`src/rtl/cva6_cfg_info_responder.sv`:
```
// Minimal derived core-configuration type plus a read-only responder that
// exposes the elaborated configuration as an 11-word map (random read or full dump).
package config_pkg;
    typedef struct packed {
        int unsigned XLEN;
        int unsigned FLen;
        int unsigned PLEN;
        int unsigned VLEN;
        bit          RVA;
        bit          RVB;
        bit          RVC;
        bit          RVD;
        bit          RVF;
        bit          RVH;
        bit          RVS;
        bit          RVU;
        bit          RVV;
        bit          RVZCB;
        bit          RVZCMP;
        bit          RVZCMT;
        bit          RVZiCond;
        bit          RVZicntr;
        bit          RVZihpm;
        bit          ZKN;
        bit          XF16;
        bit          XF16ALT;
        bit          XF8;
        bit          XFVec;
        bit          CvxifEn;
        bit          SuperscalarEn;
        bit          MmuPresent;
        bit          DebugEn;
        int unsigned NrCommitPorts;
        int unsigned NrIssuePorts;
        int unsigned NrWbPorts;
        int unsigned NrRgprPorts;
        int unsigned NR_SB_ENTRIES;
        int unsigned NrLoadBufEntries;
        int unsigned ICACHE_SET_ASSOC;
        int unsigned ICACHE_INDEX_WIDTH;
        int unsigned ICACHE_LINE_WIDTH;
        int unsigned DCACHE_SET_ASSOC;
        int unsigned DCACHE_INDEX_WIDTH;
        int unsigned DCACHE_LINE_WIDTH;
        int unsigned InstrTlbEntries;
        int unsigned DataTlbEntries;
        int unsigned SharedTlbDepth;
        int unsigned NrPMPEntries;
        int unsigned RASDepth;
        int unsigned BTBEntries;
        int unsigned BHTEntries;
        logic [63:0] DmBaseAddress;
    } cva6_cfg_t;

    localparam cva6_cfg_t cva6_cfg_empty = '0;
endpackage

module cva6_cfg_info_responder #(
    parameter config_pkg::cva6_cfg_t CVA6Cfg = config_pkg::cva6_cfg_empty,
    parameter int unsigned NrWords = 11
) (
    input  logic        clk_i,
    input  logic        rst_i,
    input  logic        req_valid_i,
    output logic        req_ready_o,
    input  logic [7:0]  req_addr_i,
    input  logic        dump_start_i,
    output logic        rsp_valid_o,
    input  logic        rsp_ready_i,
    output logic [31:0] rsp_data_o,
    output logic        rsp_err_o,
    output logic        rsp_last_o,
    output logic        busy_o
);
    localparam int unsigned AddrW = 8;
    localparam int unsigned DataW = 32;
    localparam int unsigned IdxW  = 4;
    localparam logic [IdxW-1:0] LastIdx = IdxW'(NrWords - 1);

    if (NrWords != 11) begin : gen_nr_words_check
        $error("cva6_cfg_info_responder: NrWords must be 11");
    end

    // Constant map words, built from the configuration at elaboration.
    localparam logic [DataW-1:0] W0 = 32'hC5A6_0001;
    localparam logic [DataW-1:0] W1 = {8'(CVA6Cfg.VLEN), 8'(CVA6Cfg.PLEN),
                                       8'(CVA6Cfg.FLen), 8'(CVA6Cfg.XLEN)};
    localparam logic [DataW-1:0] W2 = {8'h00,
        CVA6Cfg.DebugEn, CVA6Cfg.MmuPresent, CVA6Cfg.SuperscalarEn, CVA6Cfg.CvxifEn,
        CVA6Cfg.XFVec, CVA6Cfg.XF8, CVA6Cfg.XF16ALT, CVA6Cfg.XF16,
        CVA6Cfg.ZKN, CVA6Cfg.RVZihpm, CVA6Cfg.RVZicntr, CVA6Cfg.RVZiCond,
        CVA6Cfg.RVZCMT, CVA6Cfg.RVZCMP, CVA6Cfg.RVZCB, CVA6Cfg.RVV,
        CVA6Cfg.RVU, CVA6Cfg.RVS, CVA6Cfg.RVH, CVA6Cfg.RVF,
        CVA6Cfg.RVD, CVA6Cfg.RVC, CVA6Cfg.RVB, CVA6Cfg.RVA};
    localparam logic [DataW-1:0] W3 = {8'(CVA6Cfg.NrLoadBufEntries), 8'(CVA6Cfg.NR_SB_ENTRIES),
                                       4'(CVA6Cfg.NrRgprPorts), 4'(CVA6Cfg.NrWbPorts),
                                       4'(CVA6Cfg.NrIssuePorts), 4'(CVA6Cfg.NrCommitPorts)};
    localparam logic [DataW-1:0] W4 = {16'(CVA6Cfg.ICACHE_LINE_WIDTH),
                                       8'(CVA6Cfg.ICACHE_INDEX_WIDTH), 8'(CVA6Cfg.ICACHE_SET_ASSOC)};
    localparam logic [DataW-1:0] W5 = {16'(CVA6Cfg.DCACHE_LINE_WIDTH),
                                       8'(CVA6Cfg.DCACHE_INDEX_WIDTH), 8'(CVA6Cfg.DCACHE_SET_ASSOC)};
    localparam logic [DataW-1:0] W6 = {8'(CVA6Cfg.NrPMPEntries), 8'(CVA6Cfg.SharedTlbDepth),
                                       8'(CVA6Cfg.DataTlbEntries), 8'(CVA6Cfg.InstrTlbEntries)};
    localparam logic [DataW-1:0] W7 = {16'(CVA6Cfg.BHTEntries), 8'(CVA6Cfg.BTBEntries),
                                       8'(CVA6Cfg.RASDepth)};
    localparam logic [DataW-1:0] W8 = CVA6Cfg.DmBaseAddress[31:0];
    localparam logic [DataW-1:0] W9 = CVA6Cfg.DmBaseAddress[63:32];
    localparam logic [DataW-1:0] W10 = W0 ^ W1 ^ W2 ^ W3 ^ W4 ^ W5 ^ W6 ^ W7 ^ W8 ^ W9;

    function automatic logic [DataW-1:0] word_f(input logic [IdxW-1:0] idx);
        case (idx)
            4'd0:    word_f = W0;
            4'd1:    word_f = W1;
            4'd2:    word_f = W2;
            4'd3:    word_f = W3;
            4'd4:    word_f = W4;
            4'd5:    word_f = W5;
            4'd6:    word_f = W6;
            4'd7:    word_f = W7;
            4'd8:    word_f = W8;
            4'd9:    word_f = W9;
            4'd10:   word_f = W10;
            default: word_f = '0;
        endcase
    endfunction

    typedef enum logic [1:0] {StIdle, StResp, StDump} state_e;

    state_e           state_q, state_d;
    logic [IdxW-1:0]  idx_q, idx_d;
    logic             valid_q, valid_d;
    logic [DataW-1:0] data_q, data_d;
    logic             err_q, err_d;
    logic             last_q, last_d;
    logic             busy_q, busy_d;

    logic             rd_err;
    logic [DataW-1:0] rd_data;
    logic [IdxW-1:0]  idx_nxt;
    logic             req_ready_c;

    // Random-access lookup; out-of-range addresses read as zero with an error flag.
    assign rd_err  = (req_addr_i >= AddrW'(NrWords));
    assign rd_data = rd_err ? '0 : word_f(req_addr_i[IdxW-1:0]);
    assign idx_nxt = idx_q + IdxW'(1);

    always_comb begin : p_next
        state_d     = state_q;
        idx_d       = idx_q;
        valid_d     = valid_q;
        data_d      = data_q;
        err_d       = err_q;
        last_d      = last_q;
        busy_d      = busy_q;
        req_ready_c = 1'b0;
        case (state_q)
            StIdle: begin
                req_ready_c = !dump_start_i;
                if (dump_start_i) begin
                    state_d = StDump;
                    idx_d   = '0;
                    valid_d = 1'b1;
                    data_d  = W0;
                    err_d   = 1'b0;
                    last_d  = 1'b0;
                    busy_d  = 1'b1;
                end else if (req_valid_i) begin
                    state_d = StResp;
                    valid_d = 1'b1;
                    data_d  = rd_data;
                    err_d   = rd_err;
                    last_d  = 1'b0;
                end
            end
            StResp: begin
                req_ready_c = rsp_ready_i;
                if (rsp_ready_i) begin
                    if (req_valid_i) begin
                        data_d = rd_data;
                        err_d  = rd_err;
                    end else begin
                        state_d = StIdle;
                        valid_d = 1'b0;
                        data_d  = '0;
                        err_d   = 1'b0;
                    end
                end
            end
            StDump: begin
                if (rsp_ready_i) begin
                    if (idx_q == LastIdx) begin
                        state_d = StIdle;
                        idx_d   = '0;
                        valid_d = 1'b0;
                        data_d  = '0;
                        last_d  = 1'b0;
                        busy_d  = 1'b0;
                    end else begin
                        idx_d  = idx_nxt;
                        data_d = word_f(idx_nxt);
                        last_d = (idx_nxt == LastIdx);
                    end
                end
            end
            default: state_d = StIdle;
        endcase
    end

    always_ff @(posedge clk_i or posedge rst_i) begin : p_regs
        if (rst_i) begin
            state_q <= StIdle;
            idx_q   <= '0;
            valid_q <= 1'b0;
            data_q  <= '0;
            err_q   <= 1'b0;
            last_q  <= 1'b0;
            busy_q  <= 1'b0;
        end else begin
            state_q <= state_d;
            idx_q   <= idx_d;
            valid_q <= valid_d;
            data_q  <= data_d;
            err_q   <= err_d;
            last_q  <= last_d;
            busy_q  <= busy_d;
        end
    end

    // Ready depends on the live handshake, so it cannot be registered; held low in reset.
    assign req_ready_o = req_ready_c && !rst_i;
    assign rsp_valid_o = valid_q;
    assign rsp_data_o  = data_q;
    assign rsp_err_o   = err_q;
    assign rsp_last_o  = last_q;
    assign busy_o      = busy_q;

endmodule

```
`config.mk`:
```
export PLATFORM = sky130hd
export DESIGN_NAME = cva6_cfg_info_responder
export DESIGN_NICKNAME = d
export VERILOG_FILES = /design/src/rtl/cva6_cfg_info_responder.sv
export SDC_FILE = /design/constraint.sdc
export NUM_CORES = 1
export LEC_CHECK = 0
export ABC_AREA = 1
export ABC_CLOCK_PERIOD_IN_PS = 1900
export CORE_ASPECT_RATIO = 1.4
export CORE_UTILIZATION = 25
export DETAILED_ROUTE_END_ITERATION = 8
export PLACE_DENSITY = 0.55
export REMOVE_ABC_BUFFERS = 1
export SLEW_MARGIN = 20
export SYNTH_ARGS = -nofsm -noshare
export SYNTH_HDL_FRONTEND = slang
export SYNTH_SLANG_ARGS = --single-unit
export TNS_END_PERCENT = 1
```
`constraint.sdc`:
```
create_clock -name clk_i -period 1.9 [get_ports clk_i]
set_input_delay 0.285 -clock clk_i [delete_from_list [all_inputs] [get_ports clk_i]]
set_output_delay 0.285 -clock clk_i [all_outputs]
set_load 0.02 [all_outputs]
```
### Word level (Yosys, flattened, before mapping)

Memories as Yosys holds them, arrays and structs flattened.
Cells that the tools add are included.
W data, S select, Z words.

* input port bits: 13
* memories kept: 2
* output and inout bits: 37
* flip-flop bits (word level): 42
* logic and storage cells: 74
* ROM bits: 288

* equal/unequal tests: 10
* reduce and logical (&&, ||, !) cells: 14
* magnitude comparators: 1
* $add $sub $neg: 1
* multiplexer cells: 39

Memory list
* (no name shown): words 16, bits a word 9, read ports 1, clocked after Yosys merged registers in 0, write ports 0, line 111 `case (idx)`
* (no name shown): words 16, bits a word 9, read ports 1, clocked after Yosys merged registers in 0, write ports 0, line 111

Operator list (count)
* $mux W32: 7
* $pmux W32 S3: 1
* $mux W1: 15
* $mux W2: 6
* $mux W4: 3
* $ne A2 B2 Y1 const B: 5
* $reduce_and A3 Y1: 3
* $eq A4 B4 Y1 const B: 2
* $ge A8 B4 Y1 const B: 1
* $pmux W1 S2: 4
* $pmux W4 S2: 1
* $reduce_and A4 Y1: 2
* $pmux W2 S3: 1
* $reduce_and A6 Y1: 1
* $reduce_and A5 Y1: 1
* $add A4 B1 Y4 const B: 1
* $reduce_bool A2 Y1: 2
* $ne A3 B3 Y1 const B: 1
* $pmux W1 S3: 1
* $reduce_bool A3 Y1: 1
* $eq A2 B1 Y1 const B: 1
* $eq A2 B2 Y1 const B: 1
* $logic_not A1 Y1: 2
* $logic_not A2 Y1: 1
* $logic_and A1 B1 Y1: 1

### Logic depth before layout (Yosys ltp)

* word-level depth: 5
* depth in mapped cells: 9
* mapped depth without buffers: 9

### Worst setup path after synthesis

OpenSTA, ideal clock, no wires.

* path type: register -> output
* start: reg state_q[0]
* end: out req_ready_o
* data required time: 1615 ps
* buffers on the path: 0
* stages on the path, launching flop included: 5
* arrival: 1222 ps
* slack: 393 ps
* cell sequence: dfrtp_1 -> inv_1 -> ha_1 -> nand2_1 -> a21oi_1

* word-level cells in the longest chain between the ends: 3
* elaborated cells on any way between the ends: 4
* classes of those cells: eq/ne: 1; mux: 1; reduce/logical: 2

Ends and longest elaborated chain
* from (decl): line 129 `state_e state_q, state_d;`
* from (signal assigned): line 211 `state_q <= StIdle;`
* from (signal assigned): line 219 `state_q <= state_d;`
* $eq A2 B1 Y1 / $logic_not A2 Y1 (equally long branches): line 156 `case (state_q)`
* $pmux W1 S2 (*): line 156
* $logic_and A1 B1 Y1 (*): line 230 `assign req_ready_o = req_ready_c && !rst_i;`
* to (decl): line 65 `output logic req_ready_o,`

Every way passes the cells marked *; elsewhere a longest branch is shown, timed or not.

### Worst setup path in the final report

Same ends and word-level chain as after synthesis.

==> metrics.md <==
| Metric | Value |
|---|---|
| Most frequent cells in the layout | `nand2_1 (31), clkdlybuf4s50_1 (25), conb_1 (23)` |
| Seq cells post-synth | `11` |
| Vias in the first global route | `a little over 800` |
| CP Class | `reg -> out` |
| Global-route wire length before repair | `about 3600 um` |
| Input/output buffers | `26` |
| Io pins | `50` |
| Total core area | `0.004020 mm2` |
| Total number of vias | `876` |
| Max cap viols | `0` |
| Clock skew | `approximately 0.0074 ns` |
| Crit-path max FO | `4` |
| Initial antenna violation count | `0` |
| All-Layer GR Usage | `0.1023` |
| Status | `complete, but fails checks` |
| Most common cell after layout, fill and taps aside | `nand2_1` |
| Die H | `about 80 um` |
| Post-route cell area | `about 0.0013 mm2` |
| Gate count after technology mapping | `~140` |
| Largest net degree at the start of global routing | `12` |
| Detailed-route wire length per cell | `about 10 um` |
| CTS clk-pin slew, worst paths | `about 0.06 ns` |
| Lkg Pwr | `roughly 0.65 nW` |
| Peak VDD IR | `roughly 0.00074 V` |
| # fillers | `about 420` |
| CTS buffer count | `3` |
| GRT overflow | `0` |
| Final Setup Violations | `0` |
| DRT Pass-1 Iters | `6` |
| Num rows | `27` |
| F_max | `approximately 0.57 GHz` |
| Register area share after synthesis | `0.2546` |
| DR DRC count | `2` |
| Worst path arrival time | `about 1.5 ns` |
| Post-synth top area share | `0.2546` |
| Worst path max stage delay | `around 0.4 ns` |
| Vias per cell | `between 4 and 5` |
| Worst setup EP type | `output port` |
| RePlAce Congestion | `0.7805` |
| Clock Tree Buf Depth | `2` |
| Placed inst area | `~0.0013 mm2` |
| Syn. warnings | `0` |
| Synth area leaders | `dfrtp_1 (25%), buf_4 (22%), nand2_1 (11%), ha_1 (9.3%), inv_1 (5.6%)` |
| Max-slew violations | `0` |
| Clock Tree Root | `clkbuf_8` |
| Critical path required time | `1.62 ns` |
| TritonCTS Sinks | `11` |
| Mapped Area | `between 0.001 and 0.0015 mm2` |
| Final period demand of the worst path | `between 1.5 and 2 ns` |
| Slowest-stage cell, CP | `dfrtp_1` |
| Die W | `between 50 and 60 um` |
| PD cells | `about 1300 mW/mm2` |
| Die ar. | `roughly 0.0046 mm2` |
| Fin nets | `191` |
| Antenna-violating nets left | `0` |
| Cts hold-fix bufs | `0` |
| Count of cell types in the netlist | `26` |
| Sum Neg Setup Slack | `0 ns` |
| # diodes | `0` |
| HPWL after detailed placement | `1703 um` |
| Most area-hungry cell type in the Yosys netlist | `dfrtp_1` |
| H-tree depth | `1` |
| Final Hold Fails | `0` |
| Worst path cell trace | `inv_1 -> ha_1 -> nand2_1 -> a21oi_1 -> dlygate4sd2_1` |
| Worst hold path type | `in -> async` |
| 1st-iter DRT viols | `7` |
| Clock Latency Late Sink | `approximately 0.24 ns` |
| Mean Syn Cell Area | `~7.6 um2` |
| Fin crit share | `0.9184` |
| Layout area overhead | `22.68%` |
| Crit start category | `register` |
| Layout cells sized above 1 | `0.1124` |
| Failing checks | `DRC` |
| CTS tree | `yes` |
| Initial Utilization | `0.2689` |
| Total Wirelength | `2070 um` |
| RSZ-0062 raised after global routing | `false` |
power breakdown:
part / switching [mW] / leakage [nW] / internal [mW] / total [mW]
clock network: 0.0946 / 0.0228 / 0.148 / 0.242
logic: 0.617 / 0.489 / 0.462 / 1.08
registers: 0.0959 / 0.140 / 0.303 / 0.399
total: 0.807 / 0.652 / 0.913 / 1.72
path summary, 6_finish.rpt:
check	startpoint	end	slack, ns	cells after the start
min in group clk_i	rsp_valid_o	rsp_valid_o	0.50	2
worst min register to register	rsp_valid_o	rsp_valid_o	0.50	2
worst max register to register	state_q[0]	idx_q[2]	0.32	9
worst min-delay path	rst_i	rsp_err_o	0.38	2
worst max-delay path	state_q[0]	req_ready_o	0.16	5
max in group asynchronous	rst_i	state_q[0]	1.20	2
cells by family (layout without fill, tap and decap cells):
family | after synthesis | in the layout | synth area share
buffers and inverters | 49 | 53 | 0.2778
other | 1 | 23 | 0.003469
adders and majority gates | 8 | 8 | 0.09260
and+or+nand+nor | 55 | 55 | 0.2604
AOI/OAI and AO/OA | 19 | 19 | 0.1111
DFF | 11 | 11 | 0.2546
flip-flops by register name (all words and copies together) (netlist names):
register and cells:
idx_q 4, state_q 2, busy_o 1, rsp_data_o 1, rsp_err_o 1, rsp_last_o 1
rsp_valid_o 1
per-stage QoR:
step                      setup WS [ns]  cells  hold slack [ns]  utilization  power [mW]
after floorplan                  0.2409    134           0.1374            -       1.069
after global placement          0.01358    208           0.4811       0.3190       1.493
after detailed placement       0.007145    208           0.4842       0.3190       1.489
after CTS                        0.1450    212           0.3988       0.3299       1.743
after global routing           0.004787    212           0.4383       0.3299       1.881
final                            0.1551    212           0.3826       0.3299       1.720
layout make-up:
| type | count | area [um2] | share of cell area |
|---|---|---|---|
| tap | 43 | 53.80 | 0.04057 |
| clock buffer | 4 | 45.04 | 0.03396 |
| sequential | 11 | 275.3 | 0.2075 |
| inverter | 18 | 67.56 | 0.05094 |
| multi-input combinational | 105 | 588.1 | 0.4434 |
| timing repair buffer | 31 | 296.5 | 0.2236 |
routing by layer:
layer / GRT usage / up-vias / part of all wire
li1: - / 449 / -
met1: 0.1073 / 391 / 0.38
met2: 0.1919 / 34 / 0.55
met3: 0.01621 / 2 / 0.057
met4: 0.05122 / 0 / 0.012
met5: 0 / - / 0
worst max-delay path, delay by kind of cell (launching register included):
kind                       cells  cell delay (ns)
AOI/OAI and AO/OA              1             0.12
buffers and inverters          2             0.43
DFF                            1             0.41
adders and majority gates      1             0.17
and+or+nand+nor                1             0.09
Yosys cell counts:
cell type,n
o21bai_1,1
nand2_4,2
or2_4,1
inv_2,2
or2_1,1
nand3_1,7
dfrtp_1,11
nand2_1,31
nor2_1,6
nand4_1,2
ha_1,8
nor2_8,1
a21oi_2,2
conb_1,1
o31ai_1,1
nor2_4,1
nand3b_1,1
o21ai_1,6
nand4_2,1
o211ai_1,1
a21oi_1,5
buf_4,31
inv_1,16
or2_0,1
o31ai_2,1
o22ai_1,2
what timing repair did:
action / CTS / global route
setup endpoints to repair: 1 / 0
setup buffers: 0 / 0
resized for setup: 1 / 0
Power figures use the tool's default switching activity.
